## src/rtl/cmp_result_monitor.sv

```systemverilog
// Debounces comparator eq/gt/lt flags into a settled relation state with change/error pulses.
// Optional per-code sample histogram enabled by defining CMP_MON_HISTOGRAM_EN.
module cmp_result_monitor #(
    parameter int STABLE_CNT = 3,
    parameter int CNT_W      = 8
) (
    input  logic             clk,
    input  logic             rst,
    input  logic             in_valid,
    input  logic             eq,
    input  logic             gt,
    input  logic             lt,
    output logic [1:0]       state,
    output logic             state_valid,
    output logic             change_pulse,
    output logic             err_pulse,
    output logic [CNT_W-1:0] change_count
`ifdef CMP_MON_HISTOGRAM_EN
    ,
    output logic [CNT_W-1:0] eq_count,
    output logic [CNT_W-1:0] gt_count,
    output logic [CNT_W-1:0] lt_count
`endif
);

    localparam logic [1:0] ST_UNK  = 2'b00;
    localparam logic [1:0] ST_EQ   = 2'b01;
    localparam logic [1:0] ST_GT   = 2'b10;
    localparam logic [1:0] ST_LT   = 2'b11;
    localparam logic [3:0] RUN_MAX = 4'(STABLE_CNT);

    function automatic logic [CNT_W-1:0] sat_inc(input logic [CNT_W-1:0] v);
        return (&v) ? v : v + 1'b1;
    endfunction

    logic [1:0]       r_cand;
    logic [3:0]       r_run;
    logic [1:0]       r_state;
    logic             r_chg;
    logic             r_err;
    logic [CNT_W-1:0] r_chg_cnt;

    logic [1:0]       w_code;
    logic             w_onehot;
    logic             w_good;
    logic             w_bad;
    logic [1:0]       w_cand_nxt;
    logic [3:0]       w_run_nxt;
    logic             w_commit;

    always_comb begin
        w_code   = ST_UNK;
        w_onehot = 1'b0;
        case ({eq, gt, lt})
            3'b100: begin w_code = ST_EQ; w_onehot = 1'b1; end
            3'b010: begin w_code = ST_GT; w_onehot = 1'b1; end
            3'b001: begin w_code = ST_LT; w_onehot = 1'b1; end
            default: begin w_code = ST_UNK; w_onehot = 1'b0; end
        endcase
    end

    assign w_good = in_valid & w_onehot;
    assign w_bad  = in_valid & ~w_onehot;

    // Run length saturates so a long steady stream never wraps back into a false commit.
    always_comb begin
        w_cand_nxt = r_cand;
        w_run_nxt  = r_run;
        if (w_bad) begin
            w_cand_nxt = ST_UNK;
            w_run_nxt  = 4'd0;
        end else if (w_good) begin
            if (w_code == r_cand) begin
                w_run_nxt = (r_run >= RUN_MAX) ? RUN_MAX : r_run + 4'd1;
            end else begin
                w_cand_nxt = w_code;
                w_run_nxt  = 4'd1;
            end
        end
    end

    assign w_commit = w_good && (w_run_nxt == RUN_MAX) && (w_cand_nxt != r_state);

    always_ff @(posedge clk) begin
        if (rst) begin
            r_cand    <= ST_UNK;
            r_run     <= 4'd0;
            r_state   <= ST_UNK;
            r_chg     <= 1'b0;
            r_err     <= 1'b0;
            r_chg_cnt <= '0;
        end else begin
            r_cand <= w_cand_nxt;
            r_run  <= w_run_nxt;
            r_chg  <= w_commit;
            r_err  <= w_bad;
            if (w_commit) begin
                r_state   <= w_cand_nxt;
                r_chg_cnt <= sat_inc(r_chg_cnt);
            end
        end
    end

    assign state        = r_state;
    assign state_valid  = (r_state != ST_UNK);
    assign change_pulse = r_chg;
    assign err_pulse    = r_err;
    assign change_count = r_chg_cnt;

`ifdef CMP_MON_HISTOGRAM_EN
    // Raw sample histogram: counts every valid one-hot sample, independent of debouncing.
    logic [CNT_W-1:0] r_eq_cnt;
    logic [CNT_W-1:0] r_gt_cnt;
    logic [CNT_W-1:0] r_lt_cnt;

    always_ff @(posedge clk) begin
        if (rst) begin
            r_eq_cnt <= '0;
            r_gt_cnt <= '0;
            r_lt_cnt <= '0;
        end else if (w_good) begin
            if (w_code == ST_EQ) r_eq_cnt <= sat_inc(r_eq_cnt);
            if (w_code == ST_GT) r_gt_cnt <= sat_inc(r_gt_cnt);
            if (w_code == ST_LT) r_lt_cnt <= sat_inc(r_lt_cnt);
        end
    end

    assign eq_count = r_eq_cnt;
    assign gt_count = r_gt_cnt;
    assign lt_count = r_lt_cnt;
`endif

endmodule

```

## config.mk

```make
export PLATFORM = sky130hd
export DESIGN_NAME = cmp_result_monitor
export DESIGN_NICKNAME = d
export VERILOG_FILES = /design/src/rtl/cmp_result_monitor.sv
export SDC_FILE = /design/constraint.sdc
export NUM_CORES = 1
export LEC_CHECK = 0
export CELL_PAD_IN_SITES_DETAIL_PLACEMENT = 0
export CELL_PAD_IN_SITES_GLOBAL_PLACEMENT = 1
export CORE_MARGIN = 3
export CORE_UTILIZATION = 44
export DETAILED_ROUTE_END_ITERATION = 10
export DONT_BUFFER_PORTS = 1
export PLACE_DENSITY = 0.83
export SYNTH_ARGS = -nofsm -noshare
export SYNTH_HDL_FRONTEND = slang
export SYNTH_SLANG_ARGS = --single-unit
```

## constraint.sdc

```tcl
create_clock -name clk -period 2.8 [get_ports clk]
set_input_delay 0.28 -clock clk [delete_from_list [all_inputs] [get_ports clk]]
set_output_delay 0.28 -clock clk [all_outputs]
set_load 0.01 [all_outputs]
```

======== Word-level counts from Yosys, hierarchy flattened ========
Index checks and enable logic that the tools add are counted.
cells by class
  equality and inequality tests ........... 6
  mux-type cells .......................... 9
  reductions and logical operators ........ 6
  $lt $le $gt $ge ......................... 1
  add/sub/neg operators ................... 2
  bitwise operators ....................... 4
operators with widths
  cell                   count
  $mux W4                4
  $add A8 B1 Y8 const B  1
  $reduce_and A8 Y1      1
  $mux W2                3
  $pmux W2 S3            1
  $add A4 B1 Y4 const B  1
  $eq A4 B2 Y1 const B   1
  $ge A4 B2 Y1 const B   1
  $eq A3 B1 Y1 const B   1
  $eq A3 B2 Y1 const B   1
  $eq A3 B3 Y1 const B   1
  $reduce_or A3 Y1       1
  $and A1 B1 Y1          2
  $eq A2 B2 Y1           1
  $logic_and A1 B1 Y1    2
  $ne A2 B2 Y1           1
  $not A1 Y1             2
  $reduce_and A2 Y1      1
  $reduce_bool A2 Y1     1
  $mux W1                1
storage, ports and cells
  word-level logic and storage cells ...... 34
  output and inout port bits .............. 13
  register bits after elaboration ......... 18
  input port bits ......................... 6

======== Logic depth before layout (Yosys ltp) ========
Gate-level depths: netlist of run 1.
  word-level depth ........................ 10
  gate-level depth with buffers ........... 8
  gate-level depth less buffers ........... 6

======== Worst setup path after synthesis of run 1 ========
No wires, ideal clock.
  path type ............................... register to register
  from .................................... register r_state[0] (netlist: state[0])
  to ...................................... register r_chg_cnt[6] (netlist: change_count[6])
  stages on the path, launching flop included .. 7
  required time ........................... 2.684 ns
  arrival ................................. 1.903 ns
  library setup time ...................... 0.116 ns
  buffers on the path ..................... 0
  period minus slack after synthesis ...... 2.020 ns
  slack ................................... 0.780 ns
  path through ............................ dfxtp_1 nand2b_1 o32ai_1 a2111oi_2 o2111ai_2 or4b_1 o211a_1
on the way
  word-level cells in the longest chain between the ends .. 3
RTL lines
  what                                RTL line  text
  start: declaration                  38        logic [1:0] r_state;
  start signal: assignment            98        r_state <= w_cand_nxt;
  $ne A2 B2 Y1                        82        assign w_commit = w_good && (w_run_nxt == RUN_MAX) && (w_cand_nxt != r_state);
  $logic_and A1 B1 Y1                 82
  $reduce_and A2 Y1 (no source line)  --
  end signal: assignment              99        r_chg_cnt <= sat_inc(r_chg_cnt);
  end: declaration                    41        logic [CNT_W-1:0] r_chg_cnt;
Every way passes these cells.
A chain may end at the register's enable or synchronous reset.

======== Final worst setup path of run 1 ========
Same ends and word-level chain as after synthesis.

==> out/results.txt, run 1 <==
Status -> complete, no violations
Vias in the first global route -> 781
DRC Markers -> 0
Global-route wire length before repair -> 3260 um
Post-cts hold buffer count -> 0
Commonest cells post-synth -> dfxtp_1 (18), nand2b_1 (9), a21oi_1 (8)
Top cells by area, synth -> dfxtp_1 (36%), nand2b_1 (5.7%), a21oi_1 (4.0%), nand3_1 (3.5%), o21ai_0 (3.5%)
Htree depth -> 1
Post-CTS Setup Bufs -> 0
Core area -> 0.00204 sq mm
Ys flop type -> dfxtp_1
Netlist cell types -> 34
Die height -> 53.5 um
Worst-path clk slew -> 100 ps
Pre-CTS WS -> 393 ps
IO Count -> 19
Antenna Nets Post-Route -> 0
Die area -> 0.00286 sq mm
Inserted Diodes -> 0
Top-area cell type share of the netlist area -> 36.3%
Max_cap viols -> 0
Overall Global Routing Usage -> 15.3%
Filler instances -> 217
Drt first pass iters -> 4
Sequential-to-total area share from yosys stat -> 36.3%
Pleak -> 0.000390 uW
Req. time, crit path -> 2990 ps
Clock Latency Late Sink -> 280 ps
Maximum vdd drop -> 233 uV
GPL Wtd Cong -> 0.736
Synth Net Count -> 128
Mapped Avg Cell Area -> 8.28 sq um
P&R area growth vs syn -> 3.02%
Post-route minimum period -> 2390 ps
TritonCTS buffer count -> 3
Nets -> 126
FP Rows -> 16
Global route overflow -> 0
Post-DP HPWL -> 1420 um
Least-Margin Pin Slew -> 628 ps
Worst Setup End Kind -> flip-flop
Post-synthesis cell count -> 120
Clock buffer depth -> 2
Final Cycle Share -> 85.5%
WL final -> 1930 um
Async set-reset flop share out of synthesis -> 0%
Slew margin rel. -> 58.1%
Worst setup margin -> 407 ps
Critical Path AT -> 2580 ps
Root Buffer -> clkbuf_4
Final setup fails -> 0
Pwr Density -> 432 mW/mm^2
Via-per-instance ratio -> 5.74
Antenna violations before repair -> 0
Area taken by multi-input logic gates -> 567 sq um
Hold WS -> 51.6 ps
CTS tree -> done
Largest area contributor in the netlist -> dfxtp_1
CP Class -> flip-flop to flip-flop
Synth Warn # -> 0
Fmax -> 418 MHz
HP Class -> input pin to flip-flop
Die Span X -> 53.5 um
Num Clock Sinks -> 18
Startpoint types -> flip-flop
Final core occ -> 50.1%
Initial Util -> 48.7%
Slew Viols, Final -> 0
Port buffer count -> 0
Wirelength per Cell -> 13.4 um
Layout cells sized above 1 -> 7.69%
Largest net degree at the start of global routing -> 18
DR iter-0 viols -> 13
RSZ-0062 raised after global routing -> no
Count leader, synth -> dfxtp_1
CP max FO -> 17
Synth Register Bits -> 18
Post-synth EDFFs -> 0
Sequential Area -> 360 sq um
Vias -> 826
PostCTS Resize Cnt -> 0
Netlist Area Pre-Place -> 993 sq um
Fin Clk Skew -> 5.49 ps
Final hold vios -> 0
Fin Setup TNS -> 0 ps
-- critical path: stages, from the launching register on --
cell	delay (ps)
dfxtp_1	530
nand2b_1	150
o32ai_1	90
a2111oi_2	380
o2111ai_2	400
or4b_1	620
o211a_1	130
-- layout make-up --
type,instances,share of cell area [%]
flip-flops and latches,18,35.2
inverters,7,2.57
clock buffers,4,3.55
multi-input cells,88,55.4
well taps,27,3.30
-- sequential cells by signal, indices dropped and copies added, names as in the netlist --
| signal | cells |
|---|---|
| change_pulse | 1 |
| change_count | 8 |
| r_cand | 2 |
| err_pulse | 1 |
| r_run | 4 |
| state | 2 |
-- power by group --
group          leakage (uW)  internal [uW]  total (uW)  switching [uW]
Sequential         0.000145            259         261            2.53
Clock             0.0000210           79.0         155            76.4
Combinational      0.000223           12.5        25.0            12.5
Total              0.000390            350         442            91.4
-- final timing paths --
kind | start | endpoint | slack (ps) | cells past startpoint
min | rst | r_run[1] | 50 | 1
max reg2reg | state[0] | change_count[6] | 410 | 6
min reg2reg | r_run[3] | r_run[3] | 480 | 1
max | state[0] | change_count[6] | 410 | 6
-- metal layers --
layer / routed length, um / up-vias / global-route usage, % / share of wire (%)
li1: - / 433 / - / -
met1: 914 / 377 / 19.0 / 47
met2: 888 / 14 / 25.1 / 46
met3: 111 / 2 / 4.51 / 5.8
met4: 13 / 0 / 5.11 / 0.67
met5: 0 / - / 0 / 0
-- kinds of logic (layout without fill, tap and decap cells) --
| family | after synthesis | in the layout | share of synthesized area (%) |
|---|---|---|---|
| AND/OR/NAND/NOR | 54 | 54 | 31.9 |
| AO/OA/AOI/OAI | 30 | 30 | 20.8 |
| flip-flops | 18 | 18 | 36.3 |
| buffers and inverters | 14 | 11 | 6.68 |
| adder cells (fa/ha/maj) | 2 | 2 | 2.52 |
| XOR/XNOR | 1 | 1 | 0.882 |
| multiplexers | 1 | 1 | 1.01 |
-- through the flow --
step	instances	total power (uW)	cell area, sq um
after global placement	140	292	987
final	144	442	1020
after floorplan	120	298	993
after CTS	144	448	1020
after global routing	144	467	1020
after detailed placement	140	292	987
-- placed cells by master, fill, tap and decap left out, types with 3 or more instances in the layout --
cell | synthesis | routed
a31oi_1 | 3 | 3
nand3_1 | 7 | 7
nor2_1 | 6 | 6
nand2b_1 | 9 | 9
nand3b_1 | 3 | 3
inv_1 | 7 | 7
a21oi_1 | 8 | 8
o31ai_1 | 4 | 4
dfxtp_1 | 18 | 18
nand2_1 | 6 | 6
o21ai_0 | 7 | 7
or3_1 | 3 | 3
and3_1 | 5 | 5
or4_1 | 4 | 4
clkbuf_4 | 0 | 3
(Power assumes the default switching activity.)
==> inputs of run 2 (changes only) <==
--- a/config.mk
+++ b/config.mk
@@ -5,10 +5,12 @@
 export SDC_FILE = /design/constraint.sdc
 export NUM_CORES = 1
 export LEC_CHECK = 0
+export CAP_MARGIN = 10
 export CELL_PAD_IN_SITES_DETAIL_PLACEMENT = 0
 export CELL_PAD_IN_SITES_GLOBAL_PLACEMENT = 1
 export CORE_MARGIN = 3
 export CORE_UTILIZATION = 44
+export CTS_CLUSTER_SIZE = 24
 export DETAILED_ROUTE_END_ITERATION = 10
 export DONT_BUFFER_PORTS = 1
 export PLACE_DENSITY = 0.83
==> results of run 2 <==
Same layout as run 1: the final DEF is identical, and so are final timing and power.
